[src/rtl/keypad_digit_buffer.sv]
// rtl/keypad_digit_buffer.sv - debounced keypad decoder feeding a BCD digit entry buffer
//
// Purpose:
//   Debounces a one-hot keypad code, maps it to a BCD digit, CLEAR or
//   BACKSPACE, and maintains a shift-in digit buffer with a saturating count.
//   Optional macro KEYPAD_AUTOREPEAT_EN adds auto-repeat of held digit and
//   BACKSPACE keys; without it every press yields exactly one action.
//
// Ports:
//   i_clk          system clock, rising edge
//   i_rst_n        asynchronous active-low reset
//   i_onehot       one-hot key code from the scanner, 0 = no key
//   o_digits       BCD buffer, [3:0] holds the most recent digit
//   o_count        number of valid digits, saturates at DIGITS
//   o_binary       last accepted digit value
//   o_key_valid    one-cycle pulse per accepted digit
//   o_cmd_valid    one-cycle pulse per accepted CLEAR / BACKSPACE
//   o_invalid_key  sticky flag for a debounced unmapped code, cleared by CLEAR

module keypad_digit_buffer #(
   parameter int DIGITS        = 4,
   parameter int STABLE_CYCLES = 4,
   parameter int CNT_W         = 4,
   parameter int REPEAT_CYCLES = 1000
) (
   input  logic                  i_clk,
   input  logic                  i_rst_n,
   input  logic [15:0]           i_onehot,
   output logic [4*DIGITS-1:0]   o_digits,
   output logic [CNT_W-1:0]      o_count,
   output logic [3:0]            o_binary,
   output logic                  o_key_valid,
   output logic                  o_cmd_valid,
   output logic                  o_invalid_key
);

   localparam int DW = 4 * DIGITS;
   localparam int CW = (STABLE_CYCLES < 1) ? 1 : $clog2(STABLE_CYCLES + 1);
   localparam logic [CNT_W-1:0] MAX_COUNT = CNT_W'(DIGITS);

   generate
      if (DIGITS < 1 || DIGITS > 8 || STABLE_CYCLES < 1 || REPEAT_CYCLES < 1 ||
          (DIGITS >> CNT_W) != 0) begin : g_bad_param
         $error("keypad_digit_buffer: illegal parameter combination");
      end
   endgenerate

   typedef enum logic [1:0] {S_IDLE, S_DEBOUNCE, S_HELD, S_RELEASE} state_t;
   typedef enum logic [1:0] {K_DIGIT, K_CLEAR, K_BKSP, K_INVALID} kind_t;

   state_t          r_state, w_state_nxt;
   logic [CW-1:0]   r_cnt, w_cnt_nxt;
   logic [15:0]     r_cand, w_cand_nxt;
   logic            w_accept;
   logic            w_apply;
   kind_t           w_kind;
   logic [3:0]      w_digit;

   logic [DW-1:0]    r_digits;
   logic [CNT_W-1:0] r_count;
   logic [3:0]       r_binary;
   logic             r_key_valid;
   logic             r_cmd_valid;
   logic             r_invalid_key;

   // Key map; anything not listed (including multi-bit codes) is invalid.
   always_comb begin
      w_kind  = K_INVALID;
      w_digit = 4'd0;
      case (i_onehot)
         16'h0008: begin w_kind = K_DIGIT; w_digit = 4'd0; end
         16'h0080: begin w_kind = K_DIGIT; w_digit = 4'd1; end
         16'h0040: begin w_kind = K_DIGIT; w_digit = 4'd2; end
         16'h0020: begin w_kind = K_DIGIT; w_digit = 4'd3; end
         16'h0800: begin w_kind = K_DIGIT; w_digit = 4'd4; end
         16'h0400: begin w_kind = K_DIGIT; w_digit = 4'd5; end
         16'h0200: begin w_kind = K_DIGIT; w_digit = 4'd6; end
         16'h8000: begin w_kind = K_DIGIT; w_digit = 4'd7; end
         16'h4000: begin w_kind = K_DIGIT; w_digit = 4'd8; end
         16'h2000: begin w_kind = K_DIGIT; w_digit = 4'd9; end
         16'h1000: w_kind = K_CLEAR;
         16'h0100: w_kind = K_BKSP;
         default:  w_kind = K_INVALID;
      endcase
   end

   always_ff @(posedge i_clk or negedge i_rst_n) begin
      if (!i_rst_n) begin
         r_state <= S_IDLE;
         r_cnt   <= '0;
         r_cand  <= '0;
      end else begin
         r_state <= w_state_nxt;
         r_cnt   <= w_cnt_nxt;
         r_cand  <= w_cand_nxt;
      end
   end

   // r_cnt counts identical samples, including the one that entered the state,
   // so acceptance/release happens on the STABLE_CYCLES-th matching edge.
   always_comb begin
      w_state_nxt = r_state;
      w_cnt_nxt   = r_cnt;
      w_cand_nxt  = r_cand;
      w_accept    = 1'b0;
      case (r_state)
         S_IDLE: begin
            if (i_onehot != 16'h0) begin
               w_cand_nxt = i_onehot;
               w_cnt_nxt  = CW'(1);
               if (STABLE_CYCLES == 1) begin
                  w_accept    = 1'b1;
                  w_state_nxt = S_HELD;
               end else begin
                  w_state_nxt = S_DEBOUNCE;
               end
            end
         end
         S_DEBOUNCE: begin
            if (i_onehot == 16'h0) begin
               w_state_nxt = S_IDLE;
            end else if (i_onehot == r_cand) begin
               if (32'(r_cnt) + 1 >= STABLE_CYCLES) begin
                  w_accept    = 1'b1;
                  w_state_nxt = S_HELD;
               end else begin
                  w_cnt_nxt = r_cnt + CW'(1);
               end
            end else begin
               w_cand_nxt = i_onehot;
               w_cnt_nxt  = CW'(1);
            end
         end
         S_HELD: begin
            if (i_onehot == 16'h0) begin
               w_cnt_nxt   = CW'(1);
               w_state_nxt = S_RELEASE;
            end
         end
         S_RELEASE: begin
            if (i_onehot != 16'h0) begin
               w_state_nxt = S_HELD;
            end else if (32'(r_cnt) + 1 >= STABLE_CYCLES) begin
               w_state_nxt = S_IDLE;
            end else begin
               w_cnt_nxt = r_cnt + CW'(1);
            end
         end
         default: w_state_nxt = S_IDLE;
      endcase
   end

`ifdef KEYPAD_AUTOREPEAT_EN
   localparam int RW       = $clog2(REPEAT_CYCLES + 1);
   localparam int REP_FAST = (REPEAT_CYCLES / 4 < 1) ? 1 : REPEAT_CYCLES / 4;

   logic [RW-1:0] r_rep_cnt;
   logic          r_rep_fast;
   logic          w_rep_hold;
   logic          w_repeat;

   // Only an unbroken hold of the accepted key in HELD advances the timer.
   assign w_rep_hold = (r_state == S_HELD) && (i_onehot == r_cand) &&
                       (w_kind == K_DIGIT || w_kind == K_BKSP);
   assign w_repeat   = w_rep_hold &&
                       (32'(r_rep_cnt) + 1 >= (r_rep_fast ? REP_FAST : REPEAT_CYCLES));

   always_ff @(posedge i_clk or negedge i_rst_n) begin
      if (!i_rst_n) begin
         r_rep_cnt  <= '0;
         r_rep_fast <= 1'b0;
      end else if (w_repeat) begin
         r_rep_cnt  <= '0;
         r_rep_fast <= 1'b1;
      end else if (w_rep_hold) begin
         r_rep_cnt  <= r_rep_cnt + RW'(1);
      end else begin
         r_rep_cnt  <= '0;
         r_rep_fast <= 1'b0;
      end
   end

   assign w_apply = w_accept | w_repeat;
`else
   assign w_apply = w_accept;
`endif

   // On an applying edge i_onehot equals the candidate, so its decode is used.
   always_ff @(posedge i_clk or negedge i_rst_n) begin
      if (!i_rst_n) begin
         r_digits      <= '0;
         r_count       <= '0;
         r_binary      <= 4'd0;
         r_key_valid   <= 1'b0;
         r_cmd_valid   <= 1'b0;
         r_invalid_key <= 1'b0;
      end else begin
         r_key_valid <= 1'b0;
         r_cmd_valid <= 1'b0;
         if (w_apply) begin
            case (w_kind)
               K_DIGIT: begin
                  r_digits    <= (r_digits << 4) | DW'(w_digit);
                  if (r_count != MAX_COUNT) r_count <= r_count + CNT_W'(1);
                  r_binary    <= w_digit;
                  r_key_valid <= 1'b1;
               end
               K_CLEAR: begin
                  r_digits      <= '0;
                  r_count       <= '0;
                  r_invalid_key <= 1'b0;
                  r_cmd_valid   <= 1'b1;
               end
               K_BKSP: begin
                  r_digits    <= r_digits >> 4;
                  if (r_count != '0) r_count <= r_count - CNT_W'(1);
                  r_cmd_valid <= 1'b1;
               end
               default: r_invalid_key <= 1'b1;
            endcase
         end
      end
   end

   assign o_digits      = r_digits;
   assign o_count       = r_count;
   assign o_binary      = r_binary;
   assign o_key_valid   = r_key_valid;
   assign o_cmd_valid   = r_cmd_valid;
   assign o_invalid_key = r_invalid_key;

endmodule

[config.mk]
export PLATFORM = sky130hd
export DESIGN_NAME = keypad_digit_buffer
export DESIGN_NICKNAME = d
export VERILOG_FILES = /design/src/rtl/keypad_digit_buffer.sv
export SDC_FILE = /design/constraint.sdc
export NUM_CORES = 1
export LEC_CHECK = 0
export CAP_MARGIN = 40
export CORE_ASPECT_RATIO = 1.2
export CORE_MARGIN = 2
export CORE_UTILIZATION = 54
export DETAILED_ROUTE_END_ITERATION = 10
export PLACE_DENSITY = 0.9
export SYNTH_ARGS = -nofsm -noshare
export SYNTH_HDL_FRONTEND = slang
export SYNTH_SLANG_ARGS = --single-unit
[constraint.sdc]
create_clock -name i_clk -period 2.86 [get_ports i_clk]
set_input_delay 0.572 -clock i_clk [delete_from_list [all_inputs] [get_ports i_clk]]
set_output_delay 0.572 -clock i_clk [all_outputs]
set_load 0.1 [all_outputs]
# --- Yosys cells after proc, flatten, opt, wreduce, memory -nomap -nowiden ---
# Index checks and enable logic that the tools add are counted.
op_classes:
  addsub: 4
  n_mul: 0
  div: 0
  n_lt_le_gt_ge: 1
  n_eq_ne: 29
  n_shift: 0
  muxes: 34
  bitwise_logic: 2
  reduce_logical: 17
op_table:
  columns: ["operator", "count"]
  rows:
  - ["$mux W16", 3]
  - ["$pmux W16 S3", 1]
  - ["$pmux W4 S9", 1]
  - ["$pmux W16 S2", 1]
  - ["$mux W3", 6]
  - ["$eq A16 B10 Y1 const B", 1]
  - ["$eq A16 B11 Y1 const B", 1]
  - ["$eq A16 B12 Y1 const B", 1]
  - ["$eq A16 B13 Y1 const B", 1]
  - ["$eq A16 B14 Y1 const B", 1]
  - ["$eq A16 B15 Y1 const B", 1]
  - ["$eq A16 B16 Y1", 1]
  - ["$eq A16 B16 Y1 const B", 1]
  - ["$eq A16 B4 Y1 const B", 1]
  - ["$eq A16 B6 Y1 const B", 1]
  - ["$eq A16 B7 Y1 const B", 1]
  - ["$eq A16 B8 Y1 const B", 1]
  - ["$eq A16 B9 Y1 const B", 1]
  - ["$logic_not A16 Y1", 1]
  - ["$or A16 B4 Y16", 1]
  - ["$reduce_bool A16 Y1", 1]
  - ["$mux W2", 7]
  - ["$ne A2 B2 Y1 const B", 7]
  - ["$pmux W3 S4", 1]
  - ["other kinds (25)", 44]
word_totals:
  reg_bits: 48
  latchBits: 0
  ram_bits: 0
  romBits: 0
  inputBits: 18
  output_inout_bits: 27
  elab_cells: 96
  mem_count: 0

# --- Depth between registers and ports, before layout ---
# Gate-level depths: netlist of the first run.
depth:
  depth_word: 7
  depth_mapped: 13
  ltp_nobuf: 12

# --- Least setup slack after synthesis of the first run ---
# OpenSTA, ideal clock, no wires.
synth_path:
  kind: "input to register"
  from: "input port i_onehot[9]"
  to: "register r_count[3], in the netlist o_count[3]"
  setup_time_ns: 0.163
  arrival_time_ns: 3.053
  required_ns: 2.697
  setup_slack_ns: -0.356
  stages: 13
  n_path_buf: 1
  path_cell_list: "buf_2 or4_1 nor2_1 and3_1 inv_1 ha_1 ha_1 a21o_1 a21oi_1 xnor2_1 nor2_1 o31ai_1 o41ai_2"
synth_via:
  elab_chain_len: 6
  elab_cells_between_ends: 27
  classes_between: "eq/ne: 17; mux: 5; reduce/logical: 5"
synth_rtl:
  columns: ["element", "line_no", "source"]
  rows:
  - ["start, declared", "28", "input logic [15:0] i_onehot,"]
  - ["$eq A16 B14 Y1 (tied with other cells)", "70", "case (i_onehot)"]
  - ["$reduce_or A10 Y1 (no source line)", null, null]
  - ["$pmux W2 S3", "70", null]
  - ["$eq A2 B2 Y1 (tied with other cells)", "201", "case (w_kind)"]
  - ["$ne A2 B2 Y1 (no source line) / $reduce_bool A3 Y1 (equally long branches)", null, null]
  - ["$reduce_and A4 Y1 (no source line)", null, null]
  - ["end signal, assigned", "204", "if (r_count != MAX_COUNT) r_count <= r_count + CNT_W'(1);"]
  - ["end signal, assigned", "216", "if (r_count != '0) r_count <= r_count - CNT_W'(1);"]
  - ["end, declared", "60", "logic [CNT_W-1:0] r_count;"]
# Several ways; a longest one is shown, not always the timed one.
# A chain may end at the register's enable or synchronous reset.

# --- Final worst setup path of the first run ---
layout_path:
  from: "input port i_onehot[1]"
  to: "register r_digits[9], in the netlist o_digits[9]"
layout_via:
  elab_chain_len: 6
  elab_cells_between_ends: 25
  classes_between: "eq/ne: 15; mux: 5; reduce/logical: 5"
layout_rtl:
  columns: ["element", "line_no", "source"]
  rows:
  - ["$eq A16 B14 Y1 (tied with other cells)", "70", null]
  - ["$reduce_or A10 Y1 (no source line)", null, null]
  - ["$pmux W2 S3", "70", null]
  - ["$eq A2 B2 Y1 (tied with other cells)", "201", null]
  - ["$reduce_bool A3 Y1 (no source line)", null, null]
  - ["$reduce_and A2 Y1 (no source line)", null, null]
  - ["end signal, assigned", "203", "r_digits <= (r_digits << 4) | DW'(w_digit);"]
  - ["end signal, assigned", "215", "r_digits <= r_digits >> 4;"]
  - ["end, declared", "59", "logic [DW-1:0] r_digits;"]
# Several ways; a longest one is shown, not always the timed one.

==> summary.md, run 1 <==
| Metric | Value |
|---|---|
| Starting Density | `56.87%` |
| Buffers added on ports | `44` |
| # H-tree levels | `2` |
| Vias per cell | `6.298` |
| Nets@finish | `400` |
| Clock slew at reported path FFs | `0.10 ns` |
| Number of hold buffers added after cts | `0` |
| Reg2Reg Setup Slack | `0.28 ns` |
| Crit path capture type | `register` |
| Die Area | `0.005875 mm²` |
| Power Dens Cells | `374.3 mW/mm²` |
| Layout cells sized above 1 | `36.44%` |
| Pleak | `1.667 nW` |
| Hold WC Path Type | `in2async` |
| Num rows | `28` |
| Post-Route WL | `8150 µm` |
| Longest Clk Path Bufs | `2` |
| Sequential fraction of the synthesis area | `42.16%` |
| Final Hold Fails | `0` |
| Placed Area | `0.003641 mm²` |
| Startpoint class of the critical path | `primary input` |
| Final setup margin | `0.07114 ns` |
| Crit path max fanout | `15` |
| Post-Syn Instances | `289` |
| Chip Height | `83.57 µm` |
| Core Util, Final | `77.02%` |
| Setup WS pre-CTS | `-0.5186 ns` |
| Number of remaining DRC errors | `0` |
| Yosys warnings | `0` |
| DR pass1 iterations | `4` |
| Final period util | `97.51%` |
| Syn_area_per_cell | `9.858 µm²` |
| CP startpoint | `i_onehot[1]` |
| Vias in the first global route | `2,827` |
| Fmax | `358.6 MHz` |
| Skew-Pair Late Insertion Delay | `0.32 ns` |
| Clock sinks | `48` |
| Routability Congestion | `0.9606` |
| Clk root buf | `clkbuf_8` |
| Most common cell after layout, fill and taps aside | `buf_4` |
| Final ANT Viol Nets | `0` |
| DRT iter0 DRCs | `295` |
| Worst IR Drop VDD | `0.0004636 V` |
| Post-DP HPWL | `5514 µm` |
| Flops & latches, synth | `48` |
| Max Slew Vio Count | `0` |
| Cells on worst reg2reg path | `8` |
| Core Area | `0.005010 mm²` |
| Maximum number of pins on one net before global-route repair | `33` |
| Crit path to | `o_digits[9]` |
| Max-Cap Viols | `0` |
| Crit path time final | `2.789 ns` |
| Worst Tran Pin Value | `0.4933 ns` |
| Grt ovf | `0` |
| Area Overhead vs Synth | `35.44%` |
| Syn_nets | `314` |
| Clk_skew | `0.01122 ns` |
| Detailed-route wire length per cell | `18.69 µm` |
| Worst path arrival time | `2.98 ns` |
| Kind of critical path | `in2reg` |
| Cell Area, Synth | `0.002849 mm²` |
| Final setup viols | `0` |
| Critical Path RT | `3.05 ns` |
| RSZ-0062 raised after global routing | `false` |
| Post-synth ARST share | `100.0%` |
| I/O pin count | `45` |
| Ant diodes | `0` |
| First-pass GRT wire length | `13,050 µm` |
| CTS tree | `done` |
| Setup tns final | `0 ns` |
| Most used flip-flop cell after synthesis | `dfrtp_1` |
| Worst r2r src | `r_cnt[0]` |
| GRT Util Overall | `27.70%` |
| Post-synth EDFFs | `0` |
| Initial antenna violation count | `0` |
| Status | `finished, final reports clean` |
| Slew Limit Headroom | `66.84%` |
| Commonest non-fill, non-tap cells in the layout | `80 x buf_4, 48 x dfrtp_1, 21 x xnor2_1, 21 x o21ai_0` |
| Fin area | `0.003859 mm²` |
| Num CTS Buffers | `5` |
| Via Count | `2,746` |
| R2r endpoint | `o_count[1]` |
| Chip width | `70.31 µm` |
| Synth cell types | `51` |
worst max-delay path, cell delays in order:
cell and delay (ns):
dlygate4sd2_1 0.25, nor4_2 0.30, buf_4 0.18, and2_1 0.14, and3_4 0.20, inv_2 0.05, buf_4 0.12, ha_1 0.19
o21ai_0 0.10, nor4_2 0.10, buf_4 0.18, buf_4 0.18, o21ai_0 0.29, o21ai_1 0.13
synth_stat cells, types with 10 or more instances:
| cell type | n | area share, % |
|---|---|---|
| o21ai_0 | 21 | 3.7 |
| a22oi_1 | 10 | 2.6 |
| mux2_2 | 16 | 6.3 |
| o21ai_1 | 17 | 3.0 |
| nand2_1 | 11 | 1.4 |
| dfrtp_1 | 48 | 42 |
| a21oi_1 | 10 | 1.8 |
| xnor2_1 | 21 | 6.5 |
| nor2_1 | 19 | 2.5 |
flip-flops by register name (all words and copies together) (netlist names), named ones only:
signal / flops
r_state: 1
r_cnt: 3
o_digits: 16
o_invalid_key: 1
r_cand: 16
o_key_valid: 1
o_count: 4
o_cmd_valid: 1
o_binary: 4
worst min path at each step:
stage / endpoint / slack [ns]
floorplan: asynchronous set/reset pin / 0.28
global placement: o_binary[2] / 0.48
finish: o_count[2] / 0.18
global route: o_key_valid / 0.20
detailed placement: o_binary[2] / 0.48
CTS: o_count[2] / 0.19
area by class of cell:
type	instances	area (µm²)
Clock buffer	5	68.82
Multi-Input combinational cell	211	1614
Clock inverter	3	68.82
Inverter	9	33.78
Fill cell	315	1151
Sequential cell	48	1201
Tap cell	60	75.07
Timing Repair Buffer	100	797.0
per-layer routing:
metal	vias to the layer above	track usage (%)	part of all wire [%]
met2	139	48.97	52
met4	0	13.99	4.9
met5	-	0	0
met1	1352	30.49	36
li1	1218	-	-
met3	37	6.522	6.6
what timing repair did:
| item | in CTS | in global routing |
|---|---|---|
| pin swaps | 12 | 12 |
| resized for setup | 20 | 16 |
| endpoints found under the setup margin | 25 | 7 |
| buffers inserted | 3 | 1 |
power by group:
group          internal [mW]  leakage, nW  switching (mW)
Sequential             0.690        0.602         0.00821
Combinational         0.0686        0.996          0.0765
Clock                  0.352       0.0687           0.250
cell families after synthesis:
logic type	count (synthesis)	synth area share (%)
buf+inv	30	4.874
flops	48	42.16
fa+ha+maj	7	3.338
simple gates	84	17.35
mux	22	8.915
compound gates	74	15.99
xor+xnor	24	7.378
through the flow:
step                      power (mW)  hold slack, ns  std cells
final                          1.444          0.1751        436
after global routing           1.493          0.1972        436
after CTS                      1.433          0.1885        435
after detailed placement      0.8498          0.4846        424
after global placement        0.8448          0.4766        424
after floorplan               0.7796          0.2764        289
Power figures use the tool's default switching activity.
==> run 2: changes to the inputs <==
- CORE_UTILIZATION: 54 -> 40
- PLACE_DENSITY: 0.9 -> 0.72
==> run 2 against run 1 <==
  * Clock-buffer cell count stayed put
  * Flip-flop and latch count stayed put
  * Die area is 33% higher
  * Utilization is 20 points lower
  * Clock power is 13% higher
  * Sequential power hardly changed
  * Via count is 9.0% lower
  * Fmax is 3.0% higher
  * Non-clock buffer count is 2 higher
  * Critical path depth is 1 lower
  * Critical endpoint is now o_count[3]
  * Largest cell class unchanged
  * Highest routed layer unchanged
==> summary.md, run 2 (synthesis results as in run 1) <==
| Metric | Value |
|---|---|
| Ant diodes | `0` |
| Layout cells sized above 1 | `36.51%` |
| Multi-input logic area | `0.001597 mm²` |
| Via Count | `2,500` |
| Buffers added on ports | `44` |
| Max Slew Vio Count | `0` |
| Fmax | `369.3 MHz` |
| # H-tree levels | `2` |
| Worst path arrival time | `2.90 ns` |
| Commonest non-fill, non-tap cells in the layout | `84 x buf_4, 48 x dfrtp_1, 21 x xnor2_1, 21 x o21ai_0` |
| DRT iter0 DRCs | `116` |
| Post-Route WL | `7133 µm` |
| Longest Clk Path Bufs | `2` |
| Vias per cell | `5.376` |
| Chip Height | `96.45 µm` |
| Final ANT Viol Nets | `0` |
| Nets@finish | `402` |
| Filler cells | `625` |
| Most common cell after layout, fill and taps aside | `buf_4` |
| Maximum number of pins on one net before global-route repair | `26` |
| Post-DP HPWL | `5523 µm` |
| Clock sinks | `48` |
| Core Util, Final | `57.03%` |
| RSZ-0062 raised after global routing | `false` |
| Fin area | `0.003909 mm²` |
| Number of remaining DRC errors | `0` |
| Clock slew at reported path FFs | `0.09 ns` |
| Initial antenna violation count | `0` |
| Setup WS pre-CTS | `-0.5163 ns` |
| Status | `finished, final reports clean` |
| Vias in the first global route | `2,612` |
| Core Area | `0.006854 mm²` |
| Chip width | `81.04 µm` |
| Skew-Pair Late Insertion Delay | `0.31 ns` |
| Total Power | `1.513 mW` |
| Num CTS Buffers | `5` |
| GRT Util Overall | `19.86%` |
| Crit path time final | `2.708 ns` |
| Startpoint class of the critical path | `primary input` |
| Crit path capture type | `register` |
| Worst IR Drop VDD | `0.0002537 V` |
| Clk_skew | `0.01065 ns` |
| Pleak | `1.712 nW` |
| Starting Density | `41.57%` |
| Reg2Reg Setup Slack | `0.37 ns` |
| Final Hold Fails | `0` |
| Num rows | `33` |
| First-pass GRT wire length | `12,050 µm` |
| Routability Congestion | `0.9030` |
| Final setup viols | `0` |
| Placed Area | `0.003692 mm²` |
| Detailed-route wire length per cell | `15.34 µm` |
| Cells on worst reg2reg path | `8` |
| Die Area | `0.007816 mm²` |
| FF+latch area | `0.001201 mm²` |
| Kind of critical path | `in2reg` |
| Power Dens Cells | `387.2 mW/mm²` |
| Worst Tran Pin Value | `0.5405 ns` |
| Slew Limit Headroom | `63.97%` |
| Max-Cap Viols | `0` |
| Setup tns final | `0 ns` |
| Clk root buf | `clkbuf_8` |
| Final setup margin | `0.1519 ns` |
| Area Overhead vs Synth | `37.20%` |
| Grt ovf | `0` |
| CTS tree | `done` |
| Critical Path RT | `3.05 ns` |
| Final period util | `94.69%` |
| I/O pin count | `45` |
| Worst r2r src | `r_cnt[0]` |
| Hold WC Path Type | `in2async` |
| Crit path max fanout | `5` |
| Number of hold buffers added after cts | `0` |
| R2r endpoint | `o_count[0]` |
| DR pass1 iterations | `4` |
## run 2: changes by cell type in the layout (fill, tap and decap cells not counted), sizes merged
cell           before  now
buf                84   86
dlymetal6s2s        1    5
dlygate4sd2        10    7
clkdlybuf4s15       2    1
inv                10    9
bufinv              2    3
## run 2: area by class of cell
type | count | share of cell area (%)
well taps | 87 | 2.785
clock buffers | 5 | 1.761
repair buffers | 102 | 20.71
inverters | 9 | 0.8643
flip-flops and latches | 48 | 30.73
multi-input cells | 211 | 40.85
clock inverters | 3 | 2.305
## run 2: how the worst max path moves through the flow
stage | startpoint | end | slack [ns] | cells past startpoint
floorplan | i_onehot[10] | o_count[3] | -0.12 | 13
global placement | i_onehot[8] | o_count[3] | -0.44 | 13
detailed placement | i_onehot[8] | o_count[3] | -0.52 | 13
CTS | i_onehot[4] | o_count[3] | 0.01 | 13
global route | i_onehot[14] | o_count[3] | 0.004 | 13
finish | i_onehot[14] | o_count[3] | 0.15 | 13
## run 2: critical path: stages
cell	delay [ns]
dlygate4sd2_1	0.25
or3_4	0.42
nor4_2	0.18
nand3_2	0.13
inv_2	0.09
ha_4	0.17
ha_4	0.20
a21o_1	0.16
a21oi_2	0.14
xnor2_1	0.15
nor2_1	0.07
o31ai_2	0.25
o41ai_2	0.10
## run 2: timing repair
action	CTS	global route
setup endpoints to repair	20	21
gates resized for setup	15	16
hold endpoints to repair	0	0
pin swaps	8	12
setup buffers	2	0
## run 2: metal layers
| layer | wire length, µm | vias to the layer above | track usage, % | share of wire, % |
|---|---|---|---|---|
| met2 | 3874 | 52 | 36.78 | 54 |
| met5 | 0 | - | 0 | 0 |
| met1 | 2844 | 1224 | 22.79 | 40 |
| met4 | 213 | 0 | 7.345 | 3.0 |
| li1 | - | 1210 | - | - |
| met3 | 201 | 14 | 3.253 | 2.8 |
## run 2: stage by stage
stage          hold slack (ns)  std cells
6_report                0.2345        465
5_1_grt                 0.2828        465
4_1_cts                 0.2534        465
3_5_place_dp            0.4915        455
3_3_place_gp            0.4939        455
2_1_floorplan           0.2764        289
## run 2: power breakdown
group	total [mW]	internal, mW	switching [mW]
registers	0.697	0.690	0.00750
logic	0.138	0.0677	0.0703
clock network	0.678	0.437	0.241
total	1.51	1.19	0.319
==> RTL edit 1, RTL diff (config.mk and constraints of run 2) <==
Encoding of `state_t`: now Gray code (2 bits for 4 states).
--- a/src/rtl/keypad_digit_buffer.sv
+++ b/src/rtl/keypad_digit_buffer.sv
@@ -45,7 +45,7 @@
       end
    endgenerate
 
-   typedef enum logic [1:0] {S_IDLE, S_DEBOUNCE, S_HELD, S_RELEASE} state_t;
+   typedef enum logic [1:0] {S_IDLE = 2'b00, S_DEBOUNCE = 2'b01, S_HELD = 2'b11, S_RELEASE = 2'b10} state_t;
    typedef enum logic [1:0] {K_DIGIT, K_CLEAR, K_BKSP, K_INVALID} kind_t;
 
    state_t          r_state, w_state_nxt;
Function: same outputs for any inputs over 10 cycles, from zero or initial values and one cycle with i_rst_n low; not proved beyond that.
==> RTL edit 1 against run 2 <==
Final cell count up 4.9%; clock skew down 0.00065 ns; synthesized cell count up 6.2%; global-route usage down 1.7 points; routed wire length up 3.6%; worst setup slack worse by 0.032 ns; via count up 4.8%; sequential cell count unchanged; final area up 2.6%; area after synthesis up 6.4%; die area up 6.1%; sequential share of layout area down 0.79 points; critical path type unchanged.
Power is not compared: it rests on default switching activity, and its combinational part moved more than twofold at a synthesized area within 25%.
==> RTL edit 1: results (changes against run 2) <==
pin count of the biggest net entering global routing 30 (+15%); FF-to-FF path depth 6 (-2); Synth Warn # 0 (unchanged); setup bufs post-CTS 0 (-2); Synth Area in Adders 4.79% (+1.4 points); Synth cell types 56 (+9.8%); DRT met1 WL 3.17 mm (+11%); worst-path maximum fanout 3 (-2); Diodes inserted 0 (unchanged); DR WL met2 3.81 mm (-1.5%); multiplexer area fraction after synthesis 8.75% (-0.17 points); met3 routed WL 288 um (+43%); Synth Area in Compound Gates 17.5% (+1.5 points); Fillers 655 (+4.8%); Slowest-stage cell, CP nor4_4; nets 426 (+6.0%); Placed Cells incl. Taps 478 (+5.1%); status finished clean; Syn Nets 336 (+7.0%); reg-to-reg slack, setup 0.64 ns (+0.27 ns); drt via density 5.37 (-0.14%); Data arrival, critical path 2.92 ns (+0.02 ns); hpwl dp 5.81 mm (+5.1%); DRT Wirelength 7.39 mm (+3.6%); pre-CTS setup slack -0.420 ns (+0.0963 ns); commonest cells in the netlist dfrtp_1, o21ai_0, nor2_1, xnor2_1, mux2_2; worst-margin pin slew 0.827 ns (+0.286 ns); Lkg Pwr 0.00178 uW; Seq pwr share 42.3%; switching power 746 uW; GRT Resource Usage Total 18.1% (-1.7 points); clk_lat worst skew 0.31 ns (about the same); Clock Root Buffer clkbuf_8; CP bufs+invs 2 (unchanged); Seq/Total Area, Yosys 39.6% (-2.5 points); met1 Resource Use GR 22.3% (-0.49 points); 1st-iter DRT viols 106 (-8.6%); maximum buffer depth of the clock tree 2 (unchanged); vias in the first global route 2593 (-0.73%); non-filler cells, final 488 (+4.9%); initial antenna violation count 0 (unchanged); Synth area leaders dfrtp_1, mux2_2, xnor2_1, o21ai_0, ha_1; average size of a mapped cell 9.88 sq um (+0.17%); dpl cell area 3860 sq um (+4.5%); Hold WS 0.212 ns (-0.0225 ns); top_reg_cell synth dfrtp_1; share of layout cells above drive strength 1 34.7% (-1.8 points); worst setup margin 0.120 ns (-0.0316 ns); met2 Use GR 32.9% (-3.8 points); max incr delay on CP 0.39 ns (-0.03 ns); post_cts resized 10 (-5); skew final 0.0100 ns (-0.000646 ns); Pre-Repair DR Iteration Count 5 (+1); number of CTS-inserted buffers 5 (unchanged); met3 Track Usage GR 2.99% (-0.27 points); fraction of synthesized cell area in xor and xnor cells 6.64% (-0.73 points); first-pass GRT wire length 12.3 mm (+2.2%); worst vdd ir 0.000423 V; Final GP Congestion 0.895 (-0.89%)
## RTL edit 1: changes by cell type after synthesis, sizes merged, moves of 4 or more
cell,change
nand4,+7
ha,+4
nand2,+8
a22oi,-5
nor2,+4
## RTL edit 1: worst paths after layout
path / start / end
min: i_rst_n / r_cand[12]
min reg2reg: o_binary[0] / o_binary[0]
max in group asynchronous: i_rst_n / o_digits[2]
min in group i_clk: o_binary[0] / o_binary[0]
max: i_onehot[5] / o_count[3]
max reg2reg: r_cand[3] / r_cand[10]
## RTL edit 1: per-stage QoR
stage / power, uW / setup TNS, ns / util, %
floorplan: 1590 / -0.0762 / -
global placement: 1760 / -8.55 / 52.7
detailed placement: 1810 / -10.94 / 52.7
CTS: 2240 / 0 / 54.0
global route: 2370 / -0.0176 / 54.8
finish: 2220 / 0 / 54.8
## RTL edit 1: final cells by class
class	count	share of cell area, %
sequential	48	29.9
clock buffer	6	2.06
inverter	11	1.03
clock inverter	2	0.374
timing repair buffer	103	20.5
tap	90	2.81
multi-input combinational	228	43.3
==> RTL edit 2, RTL diff (config.mk and constraints of run 2) <==
Made on the original files. `CNT_W`: 4 -> 5.
--- a/src/rtl/keypad_digit_buffer.sv
+++ b/src/rtl/keypad_digit_buffer.sv
@@ -20,7 +20,7 @@
 module keypad_digit_buffer #(
    parameter int DIGITS        = 4,
    parameter int STABLE_CYCLES = 4,
-   parameter int CNT_W         = 4,
+   parameter int CNT_W         = 5,
    parameter int REPEAT_CYCLES = 1000
 ) (
    input  logic                  i_clk,
Ports: changed (resized o_count); port bits go from 45 to 46. The function was not compared with the original's and may differ.
==> RTL edit 2 against run 2 <==
Core utilization decreased by 0.65 points; critical path depth unchanged; synthesized cell count decreased by 6.2%; sequential power increased by 2%; clock power decreased by 36%; total power decreased by 15%; maximum frequency decreased by 3.4%; area after synthesis increased by 0.57%; register-to-register slack improved by 0.44 ns; routed wire length decreased by 7.4%; worst setup slack got worse by 0.095 ns; final area decreased by 0.54%; sequential cell count increased by 1; critical endpoint is now o_count[4].
==> RTL edit 2: results (changes against run 2) <==
Synth area leaders dfrtp_1, mux2_2, xnor2_1, o21ai_0, ha_1; 1st-iter DRT viols 103 (-11%); pre-CTS setup slack -0.655 ns (-0.138 ns); worst rel slew slack 62.6% (-1.4 points); Synth cell types 52 (+2.0%); pin count of the biggest net entering global routing 36 (+38%); top_reg_cell synth dfrtp_1; worst vdd ir 0.000194 V (-23%); first-pass GRT wire length 11.1 mm (-8.0%); Final GP Congestion 0.818 (-9.4%); Lkg Pwr 0.00180 uW (+4.9%); commonest cells in the netlist dfrtp_1, o21ai_0, xnor2_1; Seq/Total Area, Yosys 42.8% (+0.63 points); status finished clean; GRT Resource Usage Total 17.5% (-2.4 points); worst-path maximum fanout 4 (-1); skew final 0.00790 ns (-0.00275 ns); DRT Wirelength 6.61 mm (-7.4%); share of layout cells above drive strength 1 40.4% (+3.9 points); Fillers 609 (-2.6%); nets 391 (-2.7%); Data arrival, critical path 3.00 ns (+0.10 ns); Syn Nets 297 (-5.4%); port buffer count 45 (+2.3%); hpwl dp 5.06 mm (-8.3%); DR vias 2449 (-2.0%)
==> RTL edit 2: what timing repair did <==
| item | in CTS | in global routing |
|---|---|---|
| resized for setup | 13 | 19 |
| setup endpoints to repair | 26 | 20 |
| buffers inserted | 4 | 4 |
| pin swaps | 10 | 16 |
==> RTL edit 2: path summary, 6_finish.rpt <==
kind,end,from,slack (ns),cells after the start
min reg2reg,r_cnt[0],r_cnt[0],0.52,1
max reg2reg,o_count[4],r_cand[1],0.81,6
max,o_count[4],i_onehot[6],0.06,13
max in group asynchronous,r_cand[15],i_rst_n,1.96,2
min,o_count[3],i_rst_n,0.15,1
min in group i_clk,r_cnt[0],r_cnt[0],0.52,1
==> RTL edit 2: kinds of logic after synthesis <==
family | synth area share [%]
multiplexers | 8.56
AND/OR/NAND/NOR | 15.6
adder cells (fa/ha/maj) | 3.76
XOR/XNOR | 8.25
buffers and inverters | 4.58
flip-flops | 42.8
AO/OA/AOI/OAI | 16.4
==> RTL edit 2: report_power, final <==
group	internal, uW	switching, uW
Combinational	75.2	69.8
Clock	178	254
Sequential	704	7.30
Total	957	332
==> RTL edit 2: critical path: stages <==
cell and delay, ns:
buf_6 0.09, or4_4 0.57, nor3_4 0.21, and4_4 0.25, inv_4 0.04, ha_4 0.17
fa_2 0.36, a21o_1 0.19, a21oi_2 0.12, xnor2_1 0.15, nor2_1 0.08, nor3_2 0.10
o32ai_1 0.10
==> RTL edit 2: final cells by class <==
type	instances	area (sq um)	share of cell area, %
clock inverters	3	26.3	0.676
multi-input cells	194	1590	40.8
repair buffers	106	836	21.5
clock buffers	5	68.8	1.77
well taps	87	109	2.80
inverters	9	36.3	0.933
flip-flops and latches	49	1230	31.5
==> RTL edit 2: per-layer routing <==
layer	global-route usage (%)	vias up	wire (um)
met3	2.05	5	307
met1	23.0	1191	2800
met4	4.30	0	68
met5	0	-	0
li1	-	1173	-
met2	30.1	80	3430
==> RTL edit 2: metrics by stage <==
stage / cells / power, uW / setup TNS [ns] / cell area, sq um / util [%]
floorplan: 271 / 798 / -0.579 / 2920 / -
global placement: 436 / 870 / -16.22 / 3680 / 53.4
detailed placement: 437 / 873 / -13.63 / 3690 / 53.5
CTS: 449 / 1300 / -0.143 / 3830 / 55.6
global route: 453 / 1340 / -0.0585 / 3890 / 56.4
finish: 453 / 1290 / 0 / 3890 / 56.4
